--- src/rtl/jtag_master_pkg.sv ---
`default_nettype none
// ============================================================================
// Module : jtag_master_pkg
// Brief  : Shared opcodes, FSM state encodings and constants for the JTAG master
// Rev    : 1.0
// ============================================================================
package jtag_master_pkg;

  typedef enum logic [1:0] {
    OP_DR      = 2'd0,
    OP_IR      = 2'd1,
    OP_TLR     = 2'd2,
    OP_RUNTEST = 2'd3
  } jtag_op_t;

  // Each scan state names the TAP state the target occupies during that TCK period
  localparam logic [3:0] TLR_SEQ = 4'd0;
  localparam logic [3:0] IDLE    = 4'd1;
  localparam logic [3:0] SEL_DR  = 4'd2;
  localparam logic [3:0] SEL_IR  = 4'd3;
  localparam logic [3:0] CAPTURE = 4'd4;
  localparam logic [3:0] SHIFT   = 4'd5;
  localparam logic [3:0] EXIT1   = 4'd6;
  localparam logic [3:0] UPDATE  = 4'd7;
  localparam logic [3:0] RUN     = 4'd8;
  localparam logic [3:0] RESP    = 4'd9;

  localparam int TLR_TMS_ONES = 5;

endpackage
`default_nettype wire

--- src/rtl/jtag_scan_master_if.sv ---
`default_nettype none
// ============================================================================
// Module : jtag_scan_master_if
// Brief  : Command/response handshake bundle between a host and jtag_scan_master
// Rev    : 1.0
// ============================================================================
interface jtag_scan_master_if
  import jtag_master_pkg::*;
#(
  parameter int MAX_LEN = 32,
  parameter int LEN_W   = $clog2(MAX_LEN + 1)
);
  logic               cmd_valid;
  logic               cmd_ready;
  jtag_op_t           cmd_op;
  logic [LEN_W-1:0]   cmd_len;
  logic [MAX_LEN-1:0] cmd_data;
  logic               rsp_valid;
  logic [MAX_LEN-1:0] rsp_data;
  logic               busy;

  modport master (
    output cmd_valid, cmd_op, cmd_len, cmd_data,
    input  cmd_ready, rsp_valid, rsp_data, busy
  );

  modport slave (
    input  cmd_valid, cmd_op, cmd_len, cmd_data,
    output cmd_ready, rsp_valid, rsp_data, busy
  );
endinterface
`default_nettype wire

--- src/rtl/jtag_tck_gen.sv ---
`default_nettype none
// ============================================================================
// Module : jtag_tck_gen
// Brief  : TCK generator; strobes mark the clock whose edge raises or drops TCK
// Rev    : 1.0
// ============================================================================
module jtag_tck_gen #(
  parameter int TCK_DIV = 2
) (
  input  wire  internal_clk,
  input  wire  reg_trstn,
  input  wire  tck_en,
  output logic jtag_tck,
  output logic tck_rise_stb,
  output logic tck_fall_stb
);
  localparam int CW = $clog2(TCK_DIV + 1);

  logic [CW-1:0] r_cnt;
  logic          r_phase;
  logic          w_wrap;

  assign w_wrap = (r_cnt == CW'(TCK_DIV - 1));

  // Disabling snaps the counter back so the next enable starts a fresh low phase
  always_ff @(posedge internal_clk or negedge reg_trstn) begin
    if (!reg_trstn) begin
      r_cnt   <= '0;
      r_phase <= 1'b0;
    end else if (!tck_en) begin
      r_cnt   <= '0;
      r_phase <= 1'b0;
    end else if (w_wrap) begin
      r_cnt   <= '0;
      r_phase <= ~r_phase;
    end else begin
      r_cnt   <= r_cnt + 1'b1;
    end
  end

  assign jtag_tck     = r_phase;
  assign tck_rise_stb = tck_en & ~r_phase & w_wrap;
  assign tck_fall_stb = tck_en &  r_phase & w_wrap;
endmodule
`default_nettype wire

--- src/rtl/jtag_scan_master.sv ---
`default_nettype none
// ============================================================================
// Module : jtag_scan_master
// Brief  : Host-side JTAG driver running IR/DR scans, TLR and RUNTEST sequences
// Rev    : 1.0
// ============================================================================
module jtag_scan_master
  import jtag_master_pkg::*;
#(
  parameter int MAX_LEN = 32,
  parameter int TCK_DIV = 2,
  parameter int LEN_W   = $clog2(MAX_LEN + 1)
) (
  input  wire                internal_clk,
  input  wire                reg_trstn,
  jtag_scan_master_if.slave  bus,
  output logic               jtag_tck,
  output logic               jtag_tms,
  output logic               jtag_tdi,
  input  wire                jtag_tdo
);
  localparam int CNT_W = (LEN_W > 3) ? LEN_W : 3;
  localparam int IDX_W = (MAX_LEN > 1) ? $clog2(MAX_LEN) : 1;

  logic [3:0]         r_state;
  logic [CNT_W-1:0]   r_cnt;
  logic [LEN_W-1:0]   r_len;
  jtag_op_t           r_op;
  logic [MAX_LEN-1:0] r_data;
  logic [MAX_LEN-1:0] r_cap;
  logic [MAX_LEN-1:0] r_rsp;
  logic               r_en;
  logic               r_auto;

  logic               w_rise;
  logic               w_fall;
  logic               w_adv;
  logic               w_last;
  logic               w_ready;
  logic [LEN_W-1:0]   w_len;
  logic [IDX_W-1:0]   w_idx;

  jtag_tck_gen #(.TCK_DIV(TCK_DIV)) u_tck_gen (
    .internal_clk (internal_clk),
    .reg_trstn    (reg_trstn),
    .tck_en       (r_en),
    .jtag_tck     (jtag_tck),
    .tck_rise_stb (w_rise),
    .tck_fall_stb (w_fall)
  );

  assign w_len   = (bus.cmd_len > LEN_W'(MAX_LEN)) ? LEN_W'(MAX_LEN) : bus.cmd_len;
  assign w_last  = (r_cnt == (CNT_W'(r_len) - 1'b1));
  assign w_idx   = r_cnt[IDX_W-1:0];
  // With TCK stopped (zero-length command) every state lasts one clock
  assign w_adv   = r_en ? w_fall : 1'b1;
  assign w_ready = (r_state == IDLE) || (r_state == RESP);

  assign bus.cmd_ready = w_ready;
  assign bus.busy      = ~w_ready;
  assign bus.rsp_valid = (r_state == RESP);
  assign bus.rsp_data  = r_rsp;

  always_comb begin
    jtag_tms = 1'b0;
    case (r_state)
      TLR_SEQ: jtag_tms = (r_cnt < CNT_W'(TLR_TMS_ONES));
      RUN:     jtag_tms = r_en && ((r_op == OP_DR) || (r_op == OP_IR));
      SEL_DR:  jtag_tms = (r_op == OP_IR);
      SHIFT:   jtag_tms = w_last;
      EXIT1:   jtag_tms = 1'b1;
      default: jtag_tms = 1'b0;
    endcase
  end

  assign jtag_tdi = (r_state == SHIFT) ? r_data[w_idx] : 1'b0;

  always_ff @(posedge internal_clk or negedge reg_trstn) begin
    if (!reg_trstn) begin
      r_state <= TLR_SEQ;
      r_cnt   <= '0;
      r_len   <= '0;
      r_op    <= OP_TLR;
      r_data  <= '0;
      r_cap   <= '0;
      r_rsp   <= '0;
      r_en    <= 1'b1;
      r_auto  <= 1'b1;
    end else begin
      if ((r_state == SHIFT) && w_rise) begin
        r_cap[w_idx] <= jtag_tdo;
      end
      case (r_state)
        IDLE, RESP: begin
          r_state <= IDLE;
          if (bus.cmd_valid) begin
            r_op   <= bus.cmd_op;
            r_len  <= w_len;
            r_data <= bus.cmd_data;
            r_cap  <= '0;
            r_cnt  <= '0;
            if (bus.cmd_op == OP_TLR) begin
              r_state <= TLR_SEQ;
              r_en    <= 1'b1;
            end else begin
              r_state <= RUN;
              r_en    <= (w_len != '0);
            end
          end
        end
        TLR_SEQ: if (w_adv) begin
          if (r_cnt == CNT_W'(TLR_TMS_ONES)) begin
            r_en    <= 1'b0;
            r_auto  <= 1'b0;
            r_cnt   <= '0;
            r_state <= r_auto ? IDLE : RESP;
            if (!r_auto) r_rsp <= r_cap;
          end else begin
            r_cnt <= r_cnt + 1'b1;
          end
        end
        // Zero-length commands pass RUN -> UPDATE -> RESP without any TCK
        RUN: if (w_adv) begin
          if (!r_en) begin
            r_state <= UPDATE;
          end else if (r_op != OP_RUNTEST) begin
            r_state <= SEL_DR;
          end else if (w_last) begin
            r_state <= RESP;
            r_en    <= 1'b0;
            r_rsp   <= r_cap;
          end else begin
            r_cnt <= r_cnt + 1'b1;
          end
        end
        SEL_DR:  if (w_adv) r_state <= (r_op == OP_IR) ? SEL_IR : CAPTURE;
        SEL_IR:  if (w_adv) r_state <= CAPTURE;
        CAPTURE: if (w_adv) begin
          r_state <= SHIFT;
          r_cnt   <= '0;
        end
        SHIFT: if (w_adv) begin
          if (w_last) r_state <= EXIT1;
          else        r_cnt   <= r_cnt + 1'b1;
        end
        EXIT1:  if (w_adv) r_state <= UPDATE;
        UPDATE: if (w_adv) begin
          r_state <= RESP;
          r_en    <= 1'b0;
          r_rsp   <= r_cap;
        end
        default: begin
          r_state <= IDLE;
          r_en    <= 1'b0;
        end
      endcase
    end
  end
endmodule
`default_nettype wire

--- src/flat_wrapper.sv ---
// flat-port wrapper written by rule: the top's interface ports become plain ports
module jtag_scan_master_flat import jtag_master_pkg::*;
#(
  parameter int MAX_LEN = 32,
  parameter int TCK_DIV = 2,
  parameter int LEN_W   = $clog2(MAX_LEN + 1)
)
  (internal_clk, reg_trstn, jtag_tck, jtag_tms, jtag_tdi, jtag_tdo, bus_cmd_valid, bus_cmd_op, bus_cmd_len, bus_cmd_data, bus_cmd_ready, bus_rsp_valid, bus_rsp_data, bus_busy);
  jtag_scan_master_if #(.MAX_LEN(MAX_LEN), .LEN_W(LEN_W)) bus_i ();
  input  wire internal_clk;
  input  wire reg_trstn;
  output logic jtag_tck;
  output logic jtag_tms;
  output logic jtag_tdi;
  input  wire jtag_tdo;
  input wire logic [$bits(bus_i.cmd_valid)-1:0] bus_cmd_valid;
  input wire logic [$bits(bus_i.cmd_op)-1:0] bus_cmd_op;
  input wire logic [$bits(bus_i.cmd_len)-1:0] bus_cmd_len;
  input wire logic [$bits(bus_i.cmd_data)-1:0] bus_cmd_data;
  output wire logic [$bits(bus_i.cmd_ready)-1:0] bus_cmd_ready;
  output wire logic [$bits(bus_i.rsp_valid)-1:0] bus_rsp_valid;
  output wire logic [$bits(bus_i.rsp_data)-1:0] bus_rsp_data;
  output wire logic [$bits(bus_i.busy)-1:0] bus_busy;
  assign bus_i.cmd_valid = bus_cmd_valid;
  assign bus_i.cmd_op = bus_cmd_op;
  assign bus_i.cmd_len = bus_cmd_len;
  assign bus_i.cmd_data = bus_cmd_data;
  assign bus_cmd_ready = bus_i.cmd_ready;
  assign bus_rsp_valid = bus_i.rsp_valid;
  assign bus_rsp_data = bus_i.rsp_data;
  assign bus_busy = bus_i.busy;
  jtag_scan_master #(.MAX_LEN(MAX_LEN), .TCK_DIV(TCK_DIV), .LEN_W(LEN_W)) u_core (.internal_clk(internal_clk), .reg_trstn(reg_trstn), .bus(bus_i), .jtag_tck(jtag_tck), .jtag_tms(jtag_tms), .jtag_tdi(jtag_tdi), .jtag_tdo(jtag_tdo));
endmodule
--- config.mk ---
export PLATFORM = sky130hd
export DESIGN_NAME = jtag_scan_master_flat
export DESIGN_NICKNAME = d
export VERILOG_FILES = /design/src/rtl/jtag_master_pkg.sv /design/src/rtl/jtag_scan_master_if.sv /design/src/rtl/jtag_tck_gen.sv /design/src/rtl/jtag_scan_master.sv /design/src/flat_wrapper.sv
export SDC_FILE = /design/constraint.sdc
export NUM_CORES = 1
export LEC_CHECK = 0
export ABC_AREA = 1
export BUFFER_PORTS_ARGS = -buffer_cell sky130_fd_sc_hd__buf_4
export CELL_PAD_IN_SITES_DETAIL_PLACEMENT = 2
export CELL_PAD_IN_SITES_GLOBAL_PLACEMENT = 2
export CORE_ASPECT_RATIO = 1.1
export CORE_UTILIZATION = 30
export CTS_BUF_LIST = sky130_fd_sc_hd__clkbuf_8
export CTS_CLUSTER_DIAMETER = 40
export CTS_CLUSTER_SIZE = 14
export DETAILED_ROUTE_END_ITERATION = 8
export GPL_ROUTABILITY_DRIVEN = 0
export PLACE_DENSITY_LB_ADDON = 0.3
export SLEW_MARGIN = 10
export SYNTH_ARGS = -nofsm -noshare
export SYNTH_HDL_FRONTEND = slang
export SYNTH_SLANG_ARGS = --single-unit
--- constraint.sdc ---
create_clock -name internal_clk -period 2.7 [get_ports internal_clk]
set_input_delay 0.54 -clock internal_clk [delete_from_list [all_inputs] [get_ports internal_clk]]
set_output_delay 0.54 -clock internal_clk [all_outputs]
set_load 0.02 [all_outputs]
======== After elaboration in Yosys (flattened, before gate mapping) ========
Cells that the tools add are included.
cells by class
  equal/unequal tests ..................... 32
  order comparisons ....................... 4
  $add $sub $neg .......................... 3
  reduce and logical (&&, ||, !) cells .... 18
  bitwise operators ....................... 7
  mux-type cells .......................... 63
operators with widths
  kind                 count
  $mux 32              11
  $pmux 32 s3          1
  $mux 4               16
  $mux 6               10
  $pmux 4 s9           1
  $bwmux 32            1
  $pmux 6 s5           1
  $ne 2x1->1 const B   12
  $eq 4x3->1 const B   4
  $mux 1               15
  $reduce_and 11->1    1
  $ne 2x2->1 const B   5
  $pmux 1 s5           2
  $reduce_and 9->1     1
  $eq 4x2->1 const B   2
  $eq 4x4->1 const B   2
  $reduce_and 8->1     1
  $add 6x1->6 const B  1
  $eq 6x3->1 const B   1
  $eq 6x6->1           1
  $gt 6x6->1 const B   1
  $lt 5x6->1 const B   1
  $lt 6x3->1 const B   1
  $reduce_and 6->1     1
  other kinds (24)     34
storage, ports and cells
  logic and storage cells ................. 138
  register bits after elaboration ......... 119
  output and inout port bits .............. 38

======== Logic depth before layout (Yosys ltp) ========
Gate-level depths: netlist of run 1.
  word-level depth ........................ 8
  depth in mapped cells ................... 15
  gate-level depth less buffers ........... 14

======== Cells and area by module ========
A second synthesis of run 1 with hierarchy kept.
second synthesis, totals
  cells, all modules ...................... 773
  area total of the unflattened synthesis .. 6069.6 µm²
modules (own cells, without submodules)
  module            cells each  instances  sequential area each (µm²)  area an instance (µm²)
  jtag_scan_master  755         1          2906.5                      5934.4
  jtag_tck_gen      18          1          75.1                        135.1

======== Worst setup path after synthesis of run 1 ========
No wires, ideal clock.
  kind .................................... flip-flop to output port
  from .................................... reg u_core.r_cnt[0]
  to ...................................... out jtag_tdi
  data arrival time ....................... 1.440 ns
  path buffers ............................ 1
  setup slack ............................. 0.720 ns
  stages on the path, launching flop included .. 8
  path through ............................ dfrtp_1 > inv_1 > clkbuf_1 > nor2_1 > o22ai_1 > nand2_1 > nand4_1 > o21a_1
on the way
  longest elaborated chain between the ends .. 3
RTL lines
  element                       RTL line                 source
  start, declared               jtag_scan_master.sv:26   logic [CNT_W-1:0] r_cnt;
  start signal, assigned        jtag_scan_master.sv:119  r_cnt <= r_cnt + 1'b1;
  start signal, assigned        jtag_scan_master.sv:133  r_cnt <= r_cnt + 1'b1;
  start signal, assigned        jtag_scan_master.sv:144  else r_cnt <= r_cnt + 1'b1;
  $bmux 1 s5                    jtag_scan_master.sv:76   assign jtag_tdi = (r_state == SHIFT) ? r_data[w_idx] : 1'b0;
  $mux 1 (implied by the code)  jtag_scan_master.sv:76
  $mux 1                        jtag_scan_master.sv:76
  end, declared                 flat_wrapper.sv:14       output logic jtag_tdi;
Every way passes these cells. The select of a mux whose other input is x is not followed.

======== Final worst setup path of run 1 ========
  from .................................... reg u_core.r_len[1]
  to ...................................... out jtag_tms
on the way
  longest elaborated chain between the ends .. 3
RTL lines
  element                 RTL line                source
  start, declared         jtag_scan_master.sv:27  logic [LEN_W-1:0] r_len;
  start signal, assigned  jtag_scan_master.sv:98  r_len <= w_len;
  $sub 6x1->6             jtag_scan_master.sv:53  assign w_last = (r_cnt == (CNT_W'(r_len) - 1'b1));
  $eq 6x6->1              jtag_scan_master.sv:53
  $pmux 1 s5              jtag_scan_master.sv:66  case (r_state)
  end, declared           flat_wrapper.sv:13      output logic jtag_tms;
Every way passes these cells.

==> results of run 1 <==
layer usage:
layer / global-route usage [%] / wire length, um / share of wire (%)
met1: 24.7 / 8480 / 45
met2: 34.7 / 9480 / 50
met3: 3.43 / 527 / 2.8
met4: 6.22 / 335 / 1.8
met5: 0 / 0 / 0
synth_stat cells, types with 2 or more instances:
library cell,instances
dfrtp_1,116
inv_1,44
buf_4,3
ha_1,5
dfstp_2,3
o21ai_0,33
o22ai_1,11
xnor2_1,2
buf_6,3
nor3_1,69
nand3_2,3
o211ai_1,2
xor2_1,3
inv_4,2
a21oi_1,39
nor2_1,36
clkbuf_1,12
nor2_4,7
nand2_1,232
o31ai_1,3
nand2_4,5
nand3_1,59
nor2_2,4
inv_2,16
buf_2,12
nand4_1,3
nand2_2,13
cell families (layout without fill, tap and decap cells):
kind of cell | count (synthesis) | in the layout | share of synthesized area, %
DFF | 119 | 119 | 49.8
xor gates and xnor gates | 5 | 5 | 0.732
adders and majority gates | 5 | 5 | 1.05
buffers and inverters | 93 | 189 | 7.00
and+or+nand+nor | 435 | 435 | 32.9
AOI/OAI and AO/OA | 94 | 94 | 8.53
worst reg2reg max path, delay by kind of cell (launching register included):
| kind | cells | cell delay [ps] |
|---|---|---|
| AND/OR/NAND/NOR | 7 | 870 |
| buffers and inverters | 3 | 530 |
| XOR/XNOR | 1 | 130 |
| adder cells (fa/ha/maj) | 1 | 280 |
| flip-flops | 1 | 380 |
placed cells by master (no fill, tap or decap), types with 3 or more instances in the layout:
master	n
inv_6	4
dfrtp_2	4
inv_1	41
ha_1	4
nand4_1	3
nand3_2	3
dfrtp_1	112
nand3_1	59
o31ai_1	3
nand2_4	5
xor2_1	3
inv_2	18
nor2_1	34
buf_4	92
nor2_2	5
clkinvlp_4	4
o22ai_1	11
a21oi_1	39
nand2_2	13
dfstp_2	3
nor2_4	8
nor3_1	69
bufinv_16	3
clkinv_4	3
o21ai_0	33
clkbuf_8	19
nand2_1	232
stage by stage:
step | TNS [ps] | instance area [um2] | total power, mW | hold slack, ps
after detailed placement | 0 | 6840 | 5.23 | 458
final | 0 | 7320 | 6.98 | 106
after global routing | -36.2 | 7320 | 7.50 | 136
after floorplan | 0 | 5990 | 4.42 | 244
after global placement | 0 | 6840 | 5.07 | 440
after CTS | 0 | 7270 | 7.04 | 132
power by group:
group,total (mW),internal (mW),switching (mW)
clock network,1.77,0.972,0.796
registers,2.48,2.17,0.313
logic,2.73,0.843,1.88
worst max-delay path by stage:
stage | depth (start not counted) | slack, ps | start | endpoint
finish | 9 | 120 | u_core.r_len[1]$_DFFE_PN0P_ | jtag_tms
global route | 9 | -40 | u_core.r_len[1]$_DFFE_PN0P_ | jtag_tms
CTS | 7 | 4 | u_core.r_cnt[4]$_DFFE_PN0P_ | jtag_tdi
detailed placement | 8 | 490 | u_core.r_cnt[2]$_DFFE_PN0P_ | jtag_tdi
global placement | 11 | 530 | u_core.r_len[0]$_DFFE_PN0P_ | jtag_tms
floorplan | 7 | 720 | u_core.r_cnt[0]$_DFFE_PN0P_ | jtag_tdi
sequential cells by signal, indices dropped and copies added, names as in the netlist:
register,cells
u_core.u_tck_gen.r_cnt,2
u_core.r_cap,32
u_core.r_auto,1
u_core.u_tck_gen.jtag_tck,1
u_core.r_cnt,6
u_core.r_len,6
u_core.r_state,4
u_core.r_op,2
u_core.r_en,1
u_core.r_data,32
u_core.bus.rsp_data,32
timing repair:
item	4_1_cts	5_1_grt
buffers inserted	0	2
setup endpoints to repair	1	2
hold buffers	0	0
pin swaps	0	1
cloned	0	1
gates resized for setup	1	12
area by class of cell:
class	count	area (um2)
fillers	2246	12000
flip-flops and latches	119	2990
repair buffers	95	742
clock inverters	12	166
inverters	62	241
repair inverters	1	7.51
multi-input cells	539	2600
clock buffers	19	262
well taps	247	309
==> flow_summary.ini, run 1 <==
[critical_path]
worstSetupStartpointType = flip-flop
crit_slowest_cell = dfrtp_1
cpLargestDelayFamily = simple AND/OR/NAND/NOR gates
crit_buf_inv = 2
reg2reg_from = u_core.r_len[1]$_DFFE_PN0P_
crit_path_end_kind = primary output
r2r-end = u_core.bus.rsp_data[13]$_DFFE_PN0P_
path_max_fanout = 3
reg2reg_setup_slack_ps = 470
required_ps = 2160
max_stage_delay_ps = 380
r2r_cells = 12
path_cells = inv_1 > ha_2 > xnor2_1 > nor2_1 > nand3_1 > nor2_2 > nand2_1 > nand4_1 > buf_4
crit_type = reg2out
timing.critical_path.arrival_ps = 2040

[clocking]
clockBufferDepth = 2
cts_tree = yes
cts.sinks = 119
clkLatencyLatePin_ps = 450
htreeDepth = 4
clkTransAtPathRegs_ps = 70
cts_buffers = 17
cts-root-buf = clkbuf_8

[floorplanning]
die_height_um = 150
io_pins = 82
fp.coreArea_um2 = 19300
dieArea_um2 = 20500
rows = 53
fp.dieW_um = 137
start_util_pct = 31.0

[final_layout]
final_core_util_pct = 37.9
diodes = 0
nets = 884
stdcell_count = 1094
drive_gt1_share_pct = 22.8
syn_to_final_growth_pct = 22.3

[grt]
grt_pass1_vias = 6090
overflow = 0
grt_pass1_wl_um = 31600
antenna_found_initial = 0
grt_max_degree = 77
grt_usage_pct = 19.9

[routing]
first_pass_iters = 4
antenna_left = 0
via_count = 5466
drtIter0Drc = 254
wl_per_cell_um = 17.2
wl_um = 18800
drc = 0
avgViaCountPerCell = 5.00

[yosys]
syn_avg_cell_area_um2 = 7.97
synth-seq-cells = 119
syn_inst = 751
synth.area.top_cells = dfrtp_1 48%, nand2_1 15%, nor3_1 5.8%, nand3_1 4.9%, a21oi_1 3.3%
synth-main-ff-cell = dfrtp_1
ys_types = 38
ys_warn_count = 0
seq_area_frac_synth_pct = 49.8
syn-num-nets = 800
async_flop_share_pct = 100
synth_area_um2 = 5990
yosysTopAreaCell = dfrtp_1
synth_top_area_share_pct = 48.5
synth-edff-count = 0

[timing]
fin_skew_ps = 14.0
finalHoldViolCount = 0
worst_pin_slew_ps = 600
finalCritPeriodShare_pct = 95.4
slew_viol_final = 0
setup_viol = 0
layout_setup_ws_ps = 124
fmax_ghz = 0.388
relSlewSlack_pct = 60.0
period_minus_slack_ps = 2580

[power]
peakVddDrop_mv = 0.328
p_leak_nw = 3.67
power.density_nw_per_um2 = 953

[outcome]
status = finished, final reports clean

[job]
maxCapViolCount = 0

[place]
dp_cells = 1060
hpwlAfterDp_um = 13500
port_buffers = 81
preCtsSetupSlack_ps = 491

[min_path]
min_path_type = in2async
Power figures use the tool's default switching activity.
==> run 2, diff against run 1 <==
Settings changed: REMOVE_ABC_BUFFERS from default to 1.
==> flow_summary.ini, run 2 (synthesized netlist as in run 1, its figures left out) <==
[final_layout]
stdcell_count = 1097
layout_commonest_cell = nand2_1
post-route-cell-area_um2 = 7280
fillers = 2215
final_core_util_pct = 37.7
drive_gt1_share_pct = 23.2
nets = 887
syn_to_final_growth_pct = 21.7
diodes = 0
layout_common_cells = 232 x nand2_1, 112 x dfrtp_1, 94 x buf_4

[routing]
first_pass_iters = 4
antenna_left = 0
via_count = 5605
wl_per_cell_um = 17.3
avgViaCountPerCell = 5.11
drtIter0Drc = 223
drc = 0
wl_um = 19000

[timing]
finalCritPeriodShare_pct = 96.5
layout_setup_ws_ps = 93.7
period_minus_slack_ps = 2610
final.setup.tns_ps = 0
setup_viol = 0
fin_skew_ps = 12.5
fmax_ghz = 0.384
slew_viol_final = 0
relSlewSlack_pct = 50.9
finalHoldViolCount = 0
worst_pin_slew_ps = 737

[critical_path]
r2r-end = u_core.r_cap[22]$_DFF_PN0_
path_cells = nor2_4 > inv_4 > nor2_4 > nand2_4 > inv_4 > o2111ai_1 > nand4_1 > buf_6
required_ps = 2160
cpLargestDelayFamily = simple AND/OR/NAND/NOR gates
r2r_cells = 9
crit_slowest_cell = dfrtp_1
crit_buf_inv = 3
reg2reg_from = u_core.r_state[2]$_DFFE_PN0P_
crit_type = reg2out
timing.critical_path.arrival_ps = 2070
crit_path_end_kind = primary output
max_stage_delay_ps = 530
path_max_fanout = 8
reg2reg_setup_slack_ps = 420
worstSetupStartpointType = flip-flop

[place]
dp_cells = 1058
port_buffers = 81
hpwlAfterDp_um = 13000
preCtsSetupSlack_ps = 361
place_area_um2 = 6810

[clocking]
clockBufferDepth = 2
clkTransAtPathRegs_ps = 70
clkLatencyLatePin_ps = 460
htreeDepth = 4
cts_tree = yes
cts.sinks = 119
ctsHoldBuffers = 0
cts_buffers = 17
cts-root-buf = clkbuf_8

[power]
p_leak_nw = 3.65
power.density_nw_per_um2 = 930
peakVddDrop_mv = 0.303

[grt]
grt_pass1_wl_um = 31100
grt_usage_pct = 19.7
antenna_found_initial = 0
grt_pass1_vias = 6172
grt_max_degree = 120
overflow = 0

[floorplanning]
dieArea_um2 = 20500
die_height_um = 150
io_pins = 82
start_util_pct = 31.0
fp.coreArea_um2 = 19300
rows = 53
fp.dieW_um = 137

[outcome]
status = finished, final reports clean

[job]
maxCapViolCount = 0

[min_path]
min_path_type = in2async
==> run 2: area by class of cell <==
cell class | instances | area (um2) | area share (%)
clock buffers | 18 | 248 | 3.40
clock inverters | 13 | 108 | 1.48
inverters | 62 | 241 | 3.32
multi-input cells | 539 | 2630 | 36.1
flip-flops and latches | 119 | 2990 | 41.0
well taps | 247 | 309 | 4.24
repair buffers | 97 | 748 | 10.3
repair inverters | 2 | 12.5 | 0.172
==> run 2: worst register-to-register path: cells and delay by family (launching register included) <==
family / cells / cell delay, ps
simple gates: 6 / 1050
flops: 1 / 610
buf+inv: 3 / 480
==> run 2: through the flow <==
| step | hold slack, ps | total power [mW] |
|---|---|---|
| finish | 153 | 6.77 |
| global route | 227 | 7.29 |
| CTS | 211 | 6.74 |
| detailed placement | 461 | 5.19 |
| global placement | 442 | 5.04 |
| floorplan | 244 | 4.21 |
==> run 2: worst max path at each step <==
stage / start / cells past startpoint / slack, ps / to
3_5_place_dp: u_core.r_cnt[2]$_DFFE_PN0P_ / 8 / 360 / jtag_tdi
4_1_cts: u_core.r_cnt[4]$_DFFE_PN0P_ / 6 / 7 / jtag_tdi
5_1_grt: u_core.r_len[0]$_DFFE_PN0P_ / 9 / -9 / jtag_tms
6_report: u_core.r_state[2]$_DFFE_PN0P_ / 8 / 90 / jtag_tms
2_1_floorplan: u_core.r_state[1]$_DFFE_PN0P_ / 9 / -830 / u_core.r_len[0]$_DFFE_PN0P_
3_3_place_gp: u_core.r_cnt[2]$_DFFE_PN0P_ / 8 / 500 / jtag_tdi
==> run 2: metal layers <==
layer	vias up	share of wire, %	track usage (%)
met4	0	2.5	8.39
met5	-	0	0
met3	38	2.8	3.06
met1	2839	42	23.0
li1	2623	-	-
met2	105	52	35.5
==> run 2: timing repair <==
item                       CTS  global route
pin swaps                    1             3
gates resized for setup      4            15
buffers inserted             2             4
setup endpoints to repair    2             2
cloned                       0             2
==> run 2: where the power goes <==
part | internal, mW | switching [mW] | total, mW
Sequential | 2.17 | 0.329 | 2.50
Combinational | 0.859 | 1.91 | 2.77
Clock | 0.738 | 0.762 | 1.50
Total | 3.77 | 3.00 | 6.77
==> run 3, diff against run 2 <==
Settings changed: ABC_AREA 1 to default.
==> flow_summary.ini, run 3 <==
[yosys]
synth_area_um2 = 6040
syn_inst = 582
synth-edff-count = 0
synth.top_cells.by_count = 159 x nand2_1, 116 x dfrtp_1, 46 x nor2_1, 39 x mux2i_1, 30 x mux2_4
yosysTopAreaCell = dfrtp_1
synth_top_area_share_pct = 48.1
synth-seq-cells = 119
seq_area_frac_synth_pct = 49.4
synth_most_common_cell = nand2_1
synth.area.top_cells = dfrtp_1 48%, nand2_1 9.9%, mux2_4 7.5%, mux2i_1 6.5%, mux4_2 3.0%
ys_types = 63
async_flop_share_pct = 100
ys_warn_count = 0
syn_avg_cell_area_um2 = 10.4
synth-main-ff-cell = dfrtp_1

[routing]
wl_um = 18000
avgViaCountPerCell = 4.94
drc = 1
first_pass_iters = 6
via_count = 4699
drtIter0Drc = 180
wl_per_cell_um = 18.9
antenna_left = 0

[timing]
relSlewSlack_pct = 64.5
slew_viol_final = 0
worst_pin_slew_ps = 533
finalCritPeriodShare_pct = 102
fin_skew_ps = 11.0
fmax_ghz = 0.364
grt_setup_unrepaired = yes
layout_setup_ws_ps = -44.9
finalHoldViolCount = 0
final.setup.tns_ps = -68.3
setup_viol = 2
period_minus_slack_ps = 2740
holdWs_ps = 62.1

[power]
p_leak_nw = 4.01
pwr-share-seq_pct = 33.3
power.density_nw_per_um2 = 996
combPwrFrac_pct = 43.3
p_int_mw = 4.80
peakVddDrop_mv = 0.526
total_power_mw = 7.78
pwr-share-clk_pct = 23.4
sw_frac_of_total_pct = 38.3
p_sw_mw = 2.98

[clocking]
clkLatencyLatePin_ps = 460
htreeDepth = 4
clkTransAtPathRegs_ps = 70
cts_buffers = 17
cts_tree = yes
cts-root-buf = clkbuf_8
clockBufferDepth = 2
cts.sinks = 119

[final_layout]
seqCellArea_um2 = 2990
post-route-cell-area_um2 = 7810
layout_commonest_cell = nand2_1
nets = 736
multi_input_area_um2 = 2930
diodes = 0
syn_to_final_growth_pct = 29.4
layout_common_cells = 159 x nand2_1, 109 x buf_4, 107 x dfrtp_1
fillers = 2097
drive_gt1_share_pct = 34.3

[floorplanning]
start_util_pct = 30.5
fp.coreArea_um2 = 19800
die_height_um = 151
io_pins = 82
rows = 54
dieArea_um2 = 20700
fp.dieW_um = 137

[grt]
grt_max_degree = 60
overflow = 0
antenna_found_initial = 0
grt_pass1_vias = 5239
grt_pass1_wl_um = 28200
grt_usage_pct = 18.2

[place]
preCtsSetupSlack_ps = 231
port_buffers = 81
place_area_um2 = 7080
hpwlAfterDp_um = 12400

[outcome]
violations = design-rule violations, negative setup slack
status = complete, but fails checks

[min_path]
min_path_type = in2async

[critical_path]
timing.critical_path.arrival_ps = 2200
worstSetupStartpointType = flip-flop
crit_type = reg2out
required_ps = 2160
path_max_fanout = 6
crit_path_end_kind = primary output

[job]
maxCapViolCount = 0
run 3: cell count changes in the layout (fill, tap and decap cells not counted), sizes merged, moves of 32 or more:
cell | previous run | this run
inv | 64 | 13
nor3 | 70 | 9
mux2 | 0 | 36
nand2 | 250 | 159
a21oi | 39 | 7
mux2i | 0 | 39
nand3 | 62 | 7
run 3: worst paths after layout:
kind                                                        to                           startpoint  slack (ps)  cells after the start
max                                                   jtag_tdi          u_core.r_cnt[0]$_DFFE_PN0P_         -40                      5
min                                 u_core.r_op[0]$_DFFE_PN0P_                            reg_trstn          60                      1
max reg2reg                      u_core.r_state[2]$_DFFE_PN0P_          u_core.r_len[2]$_DFFE_PN0P_         270                      7
min reg2reg                u_core.u_tck_gen.r_cnt[0]$_DFF_PN0_  u_core.u_tck_gen.r_cnt[0]$_DFF_PN0_         460                      1
max in group asynchronous          u_core.r_cnt[0]$_DFFE_PN0P_                            reg_trstn        1850                      2
min in group internal_clk        u_core.r_data[28]$_DFFE_PN0P_                     bus_cmd_data[28]         280                      3
run 3: through the flow:
stage,cells,util (%)
after global placement,904,35.8
after detailed placement,904,35.8
after global routing,952,39.5
after floorplan,544,-
after CTS,940,38.5
final,952,39.5
run 3: logic make-up (layout without fill, tap and decap cells):
| logic type | Yosys count | count (layout) | synth area share, % |
|---|---|---|---|
| simple gates | 267 | 267 | 20.2 |
| fa+ha+maj | 5 | 5 | 1.04 |
| compound gates | 51 | 51 | 6.49 |
| mux | 83 | 83 | 18.0 |
| buf+inv | 49 | 167 | 3.71 |
| flops | 119 | 119 | 49.4 |
| xor+xnor | 8 | 8 | 1.16 |
run 3: layout make-up:
| cell class | instances | share of cell area, % |
|---|---|---|
| Sequential cell | 119 | 38.3 |
| Multi-Input combinational cell | 414 | 37.6 |
| Timing Repair Buffer | 124 | 14.0 |
| Tap cell | 252 | 4.04 |
| Clock buffer | 19 | 3.35 |
| Clock inverter | 13 | 2.27 |
| Inverter | 11 | 0.528 |
run 3: power groups by stage:
stage,sequential [mW],clock [mW],combinational (mW)
after floorplan,2.60,0,1.84
after global placement,2.61,0,2.78
after detailed placement,2.64,0,2.90
after CTS,2.62,1.87,3.07
after global routing,2.66,1.94,3.66
final,2.60,1.82,3.37
run 3: metal layers:
layer | wire, um | vias up | global-route usage, % | part of all wire (%)
li1 | - | 2186 | - | -
met1 | 7790 | 2428 | 21.6 | 43
met2 | 9530 | 65 | 32.4 | 53
met3 | 413 | 20 | 3.48 | 2.3
met4 | 267 | 0 | 6.32 | 1.5
met5 | 0 | - | 0 | 0
run 3: critical path: stages, from the launching register on:
cell and delay [ps]:
dfrtp_2 470, mux4_2 520, a22o_1 230, a221oi_2 210, a31oi_2 150, buf_4 190
run 3: what timing repair did:
item / CTS / global route
endpoints found under the setup margin: 2 / 3
setup buffers: 3 / 12
pin swaps: 4 / 12
gates cloned: 1 / 0
hold buffers: 0 / 0
resized for setup: 18 / 15
